`src/rtl/bcd_disp_pkg.sv`:
```
// Shared types and constants for the binary-to-BCD display path.
package bcd_disp_pkg;

  typedef enum logic [1:0] {IDLE, SHIFT, DONE} bcd_state_t;

  localparam int         BCD_DIGIT_W     = 4;
  localparam logic [3:0] BCD_ADD3_THRESH = 4'd5;

endpackage

```
`src/rtl/bcd_add3.sv`:
```
// Double-dabble digit correction: a digit of 5 or more gets +3 before the shift,
// so that doubling it carries cleanly into the next decimal digit.
module bcd_add3
  import bcd_disp_pkg::*;
(
  input  logic [BCD_DIGIT_W-1:0] digit_in,
  output logic [BCD_DIGIT_W-1:0] digit_out
);

  always_comb begin
    digit_out = (digit_in >= BCD_ADD3_THRESH) ? digit_in + 4'd3 : digit_in;
  end

endmodule

```
`src/rtl/bin_to_bcd_seq.sv`:
```
// Sequential double-dabble converter: one correct-and-shift step per clock,
// with a start/ready/done handshake and results held between conversions.
module bin_to_bcd_seq
  import bcd_disp_pkg::*;
#(
  parameter  int DATA_WIDTH = 20,
  parameter  int NUM_DIGITS = 6,
  localparam int CNT_W      = $clog2(DATA_WIDTH + 1)
) (
  input  logic                              clk,
  input  logic                              reset,
  input  logic                              start,
  input  logic [DATA_WIDTH-1:0]             bin_in,
  output logic                              ready,
  output logic                              busy,
  output logic                              done,
  output logic [BCD_DIGIT_W*NUM_DIGITS-1:0] bcd_out,
  output logic                              overflow,
  output logic [NUM_DIGITS-1:0]             lz_mask
);

  localparam int BCD_W = BCD_DIGIT_W * NUM_DIGITS;

  bcd_state_t            state;
  logic [CNT_W-1:0]      count;
  logic [DATA_WIDTH-1:0] bin_sr;
  logic [BCD_W-1:0]      bcd_sr;
  logic                  sticky;

  logic [BCD_W-1:0]      bcd_corr;
  logic [BCD_W-1:0]      bcd_nxt;
  logic [DATA_WIDTH-1:0] bin_nxt;
  logic                  step_carry;
  logic [NUM_DIGITS-1:0] lz_nxt;
  logic                  last_step;

  for (genvar g = 0; g < NUM_DIGITS; g++) begin : g_add3
    bcd_add3 u_add3 (
      .digit_in  (bcd_sr[g*BCD_DIGIT_W +: BCD_DIGIT_W]),
      .digit_out (bcd_corr[g*BCD_DIGIT_W +: BCD_DIGIT_W])
    );
  end

  // Whatever leaves the top digit's MSB means the value did not fit the digits.
  assign {step_carry, bcd_nxt, bin_nxt} = {bcd_corr, bin_sr, 1'b0};
  assign last_step = (count == CNT_W'(DATA_WIDTH - 1));

  // Leading-zero mask from the final step value; the units digit is never blanked.
  always_comb begin
    logic any_nz;
    // NOTE: every combinational output gets a default first so no path can infer a latch.
    lz_nxt = '0;
    any_nz = 1'b0;
    for (int i = NUM_DIGITS - 1; i >= 1; i--) begin
      any_nz    = any_nz | (bcd_nxt[i*BCD_DIGIT_W +: BCD_DIGIT_W] != '0);
      lz_nxt[i] = ~any_nz;
    end
  end

  // NOTE: sequential state uses non-blocking assignments so all registers update together.
  always_ff @(posedge clk) begin
    if (reset) begin
      state    <= IDLE;
      ready    <= 1'b1;
      busy     <= 1'b0;
      done     <= 1'b0;
      bcd_out  <= '0;
      overflow <= 1'b0;
      lz_mask  <= '0;
      count    <= '0;
      bin_sr   <= '0;
      bcd_sr   <= '0;
      sticky   <= 1'b0;
    end else begin
      case (state)
        IDLE: begin
          if (start) begin
            bin_sr <= bin_in;
            bcd_sr <= '0;
            sticky <= 1'b0;
            count  <= '0;
            ready  <= 1'b0;
            busy   <= 1'b1;
            state  <= SHIFT;
          end
        end
        SHIFT: begin
          bcd_sr <= bcd_nxt;
          bin_sr <= bin_nxt;
          sticky <= sticky | step_carry;
          count  <= count + 1'b1;
          if (last_step) begin
            bcd_out  <= bcd_nxt;
            overflow <= sticky | step_carry;
            lz_mask  <= lz_nxt;
            busy     <= 1'b0;
            done     <= 1'b1;
            state    <= DONE;
          end
        end
        DONE: begin
          done  <= 1'b0;
          ready <= 1'b1;
          state <= IDLE;
        end
        default: begin
          ready <= 1'b1;
          busy  <= 1'b0;
          done  <= 1'b0;
          state <= IDLE;
        end
      endcase
    end
  end

endmodule

```
`config.mk`:
```
export PLATFORM = sky130hd
export DESIGN_NAME = bin_to_bcd_seq
export DESIGN_NICKNAME = d
export VERILOG_FILES = /design/src/rtl/bcd_disp_pkg.sv /design/src/rtl/bcd_add3.sv /design/src/rtl/bin_to_bcd_seq.sv
export SDC_FILE = /design/constraint.sdc
export NUM_CORES = 1
export LEC_CHECK = 0
export ABC_AREA = 1
export CELL_PAD_IN_SITES_DETAIL_PLACEMENT = 1
export CELL_PAD_IN_SITES_GLOBAL_PLACEMENT = 2
export CORE_MARGIN = 4
export CORE_UTILIZATION = 30
export CTS_CLUSTER_DIAMETER = 40
export DETAILED_ROUTE_END_ITERATION = 10
export HOLD_SLACK_MARGIN = 0.05
export PLACE_DENSITY_LB_ADDON = 0.1
export SKIP_CTS_REPAIR_TIMING = 1
export SYNTH_ARGS = -nofsm -noshare
export SYNTH_HDL_FRONTEND = slang
export SYNTH_HIERARCHICAL = 1
export SYNTH_SLANG_ARGS = --single-unit
```
`constraint.sdc`:
```
create_clock -name clk -period 3.8 [get_ports clk]
set_input_delay 0.76 -clock clk [delete_from_list [all_inputs] [get_ports clk]]
set_output_delay 0.76 -clock clk [all_outputs]
set_load 0.1 [all_outputs]
```
Word-level counts from Yosys, hierarchy flattened
Index checks and enable logic that the tools add are counted.
W data, S select, Z words.
{ "classes": {"addsub": 7, "order_cmp": 6, "n_eq_ne": 5, "muxes": 23, "bitwise": 13, "n_reduce_logical": 13} }
{ "ops": {"columns": ["cell", "count"], "rows": [
  ["$pmux W24 S2", 1],
  ["$pmux W20 S2", 1],
  ["$add A4 B2 Y4 const B", 6],
  ["$ge A4 B3 Y1 const B", 6],
  ["$mux W24", 1],
  ["$mux W4", 6],
  ["$mux W20", 1],
  ["$reduce_bool A4 Y1", 5],
  ["$pmux W5 S2", 1],
  ["$reduce_and A2 Y1", 5],
  ["$not A1 Y1", 8],
  ["$pmux W1 S2", 3],
  ["$add A5 B1 Y5 const B", 1],
  ["$eq A5 B5 Y1 const B", 1],
  ["$mux W5", 1],
  ["$or A1 B1 Y1", 5],
  ["$mux W1", 4],
  ["$mux W2", 2],
  ["$ne A2 B2 Y1 const B", 2],
  ["$pmux W2 S2", 1],
  ["$pmux W1 S3", 1],
  ["$reduce_and A3 Y1", 1],
  ["$eq A2 B1 Y1 const B", 1],
  ["$eq A2 B2 Y1 const B", 1],
  ["other kinds (2)", 2]
]} }
{ "word_totals": {"reg_bits": 85, "inputBits": 23, "word_cells": 78} }

Logic depth before layout (Yosys ltp)
{ "logic_depth": {"depth_word": 8, "mapped_depth": 12} }

Cells and area by module
The synthesis kept the hierarchy.
{ "by_module_without_submodules": {"columns": ["mod", "n_inst", "cells_per_inst", "area_each_um2", "seq_area_each_um2"], "rows": [
  ["bin_to_bcd_seq", 1, 436, 3248.1, 1701.6],
  ["bcd_add3", 6, 23, 135.1, 0.0]
]} }

Least setup slack after synthesis
OpenSTA, ideal clock, no wires.
{ "synth_path": {"path_type": "register to output", "start": "register ready", "end": "output port ready", "arrival_ns": 0.925, "required_time_ns": 3.040, "path_slack_ns": 2.115, "path_stages_with_launch": 1, "path_buffers": 0, "cell_sequence": "dfxtp_1"} }
{ "synth_rtl": {"columns": ["item", "line_no", "rtl"], "rows": [
  ["start, declared", "bin_to_bcd_seq.sv:14", "output logic ready,"],
  ["start signal, assigned", "bin_to_bcd_seq.sv:64", "ready <= 1'b1;"],
  ["start signal, assigned", "bin_to_bcd_seq.sv:82", "ready <= 1'b0;"],
  ["start signal, assigned", "bin_to_bcd_seq.sv:103", "ready <= 1'b1;"]
]} }
No word-level cell between the ends.

Final worst setup path
{ "layout_path": {"start": "register bcd_out[21]", "end": "output port bcd_out[21]"} }
{ "layout_rtl": {"columns": ["item", "line_no", "rtl"], "rows": [
  ["start, declared", "bin_to_bcd_seq.sv:17", "output logic [BCD_DIGIT_W*NUM_DIGITS-1:0] bcd_out,"],
  ["start signal, assigned", "bin_to_bcd_seq.sv:93", "bcd_out <= bcd_nxt;"]
]} }
No word-level cell between the ends.

==> flow_metrics.py <==
metrics = {
    "clock_tree": {
        "clk_pin_slew_worst_paths_ns": 0.06,
        "root_buffer": "clkbuf_16",
        "cts_tree": "done",
        "cts_htree_levels": 3,
        "clock_latency_ns": 0.34,
        "cts_num_sinks": 85,
        "cts_buffers": 9,
        "clk_path_buf_depth": 2,
    },
    "logic_synthesis": {
        "netlist.area_leader.share": 0.419,
        "yosysMostFrequentCell": "nand2_1",
        "synthXorXnorAreaFrac": 0,
        "synth_seq_cells": 85,
        "synth_top_family_by_area": "simple AND/OR/NAND/NOR gates",
        "ys_seq_area_frac": 0.419,
        "synth.area.top_cells": "dfxtp_1, nand2_1, nand3_1, a21oi_1, ha_1",
        "ys_types": 27,
        "synthAdderAreaFrac": 0.0401,
        "yosysTopAreaCell": "dfxtp_1",
        "syn_area_mm2": 0.00406,
        "synth_nets": 610,
        "async_flop_share": 0,
        "yosys_warnings": 6,
        "yosys_most_used_dff": "dfxtp_1",
        "synth_cells": 574,
        "avgSynthCellArea_um2": 7.07,
        "synth_edf_count": 0,
        "muxShareOfSynthArea": 0,
        "synth-compound-area-share": 0.119,
        "synth-simple-area-share": 0.342,
        "yosys-top-cells-count": "nand2_1, dfxtp_1, nand3_1",
    },
    "final_layout": {
        "fin_area_mm2": 0.00505,
        "syn_to_final_growth_pct": 24.4,
        "post-route-util": 0.381,
        "drive_gt1_frac": 0.106,
        "layout.nets": 658,
        "diodes": 0,
        "final_cells": 800,
        "fillCellCount": 1629,
    },
    "floorplan": {
        "die_h_um": 124,
        "ioPinCount": 57,
        "start_util": 0.307,
        "die-area_mm2": 0.0155,
        "die_x_um": 124,
        "num_rows": 42,
        "core_area_mm2": 0.0132,
    },
    "critical_path": {
        "worstSetupPathType": "reg -> out",
        "crit_start": "bcd_out[21]",
        "startpoint_type": "register",
        "path_delay_family": "buffers and inverters",
        "slowest_stage": "clkdlybuf4s50_1",
        "cp.depth": 1,
        "arrival_ns": 1.86,
        "crit_chain": "clkdlybuf4s50_1",
        "r2r-end": "bcd_out[10]",
        "reg2reg_from": "state[0]",
        "endpoint_kind": "output pin",
        "critical-path-max-stage-delay_ns": 1.16,
        "critPathMaxFanout": 2,
        "r2r_setup_slack_ns": 1.76,
        "critPathCapture": "bcd_out[21]",
        "path_buf_inv": 1,
        "rr_worst_depth": 8,
        "cp.required_ns": 3.04,
    },
    "global_route": {
        "track_usage": 0.142,
        "overflow": 0,
        "grt_pass1_wl_um": 18100,
        "grt_max_degree": 42,
        "antenna_found_initial": 0,
        "grt_pass1_vias": 3762,
    },
    "placed_design": {
        "dp_hpwl_um": 7770,
        "routabilityCongestion": 0.767,
        "placed_area_mm2": 0.00476,
        "place_inst": 787,
        "portBuffers": 55,
    },
    "timing": {
        "hold_viol_final": 0,
        "period_needed_ns": 2.62,
        "setup_viol": 0,
        "rsz0062_at_grt": "false",
        "slew_violations": 0,
        "holdWs_ns": 0.468,
        "finalCritPeriodShare": 0.689,
        "fmax_ghz": 0.382,
        "tightestPinTransition_ns": 0.993,
        "relSlewSlack": 0.336,
        "tns_ns": 0,
        "skew_ns": 0.00557,
    },
    "drt": {
        "routed_via_density": 4.64,
        "avgRoutedWirePerCell_um": 13.4,
        "ant_nets": 0,
        "first_iter_violations": 97,
        "drc": 0,
        "firstDrtPassIters": 4,
        "num_vias": 3709,
        "wl_um": 10700,
    },
    "flow_run": {
        "max_cap_violations": 0,
    },
    "min_path": {
        "hp-class": "reg -> reg",
        "min_path_cells": 2,
    },
    "status": {
        "outcome": "finished, final reports clean",
    },
    "pwr": {
        "powerDensity_mw_per_mm2": 386,
        "p_leak_nw": 2.01,
        "vdd_ir_drop_max_v": 0.000200,
    },
}
-- stage by stage --
stage / power (W) / worst slack, ns
floorplan: 0.00104 / 2.11
global placement: 0.00109 / 1.38
detailed placement: 0.00109 / 1.35
CTS: 0.00199 / 1.16
global route: 0.00204 / 1.13
finish: 0.00195 / 1.18
-- registers in the layout, indices dropped and copies added (netlist names) --
| register | cells |
|---|---|
| lz_mask | 5 |
| bcd_out | 24 |
| ready | 1 |
| busy | 1 |
| state | 2 |
| count | 5 |
| sticky | 1 |
| done | 1 |
| overflow | 1 |
| bcd_sr | 24 |
| bin_sr | 20 |
-- final cells by class --
cell class | count | area [µm²] | area share
multi-input cells | 413 | 2040 | 0.405
flip-flops and latches | 85 | 1700 | 0.337
repair buffers | 62 | 603 | 0.119
clock buffers | 11 | 253 | 0.0501
well taps | 176 | 220 | 0.0436
inverters | 51 | 193 | 0.0382
clock inverters | 2 | 35.0 | 0.00694
-- report_power, final --
group	leakage, nW	internal (W)	switching, W	total, W
sequential	0.689	0.000911	0.0000118	0.000922
combinational	1.18	0.0000515	0.0000968	0.000148
clock	0.143	0.000533	0.000347	0.000880
total	2.01	0.00149	0.000456	0.00195
-- logic make-up after synthesis --
group | after synthesis
AND/OR/NAND/NOR | 314
AO/OA/AOI/OAI | 85
flip-flops | 85
buffers and inverters | 76
adder cells (fa/ha/maj) | 13
other | 1
-- cell usage in the layout (no fill, tap or decap), types with 2 or more instances in the layout --
| cell | instances |
|---|---|
| ha_1 | 13 |
| a31oi_1 | 9 |
| nand2_2 | 6 |
| inv_1 | 40 |
| nor2_1 | 31 |
| clkbuf_16 | 9 |
| clkinv_2 | 2 |
| dfxtp_1 | 85 |
| a21oi_2 | 6 |
| buf_4 | 7 |
| nand4_1 | 3 |
| inv_2 | 9 |
| nand3_1 | 47 |
| clkdlybuf4s50_1 | 55 |
| a21oi_1 | 38 |
| nand2_1 | 209 |
| o21ai_2 | 6 |
| nor2_4 | 14 |
| clkbuf_8 | 2 |
| o21ai_0 | 26 |
-- routing by layer --
layer | vias to the layer above | global-route usage | part of all wire
li1 | 1910 | - | -
met1 | 1741 | 0.179 | 0.47
met2 | 44 | 0.237 | 0.48
met3 | 14 | 0.0390 | 0.038
met4 | 0 | 0.0445 | 0.015
met5 | - | 0 | 0
-- worst min-delay path by stage --
| stage | endpoint | from | slack (ns) |
|---|---|---|---|
| CTS | bcd_out[7] | bcd_out[7] | 0.47 |
| finish | overflow | overflow | 0.47 |
| global route | bcd_out[1] | bcd_out[1] | 0.49 |
| floorplan | sticky | sticky | 0.44 |
| detailed placement | bcd_out[1] | bcd_out[1] | 0.46 |
| global placement | bin_sr[0] | bin_sr[0] | 0.45 |
Power figures use the tool's default switching activity.
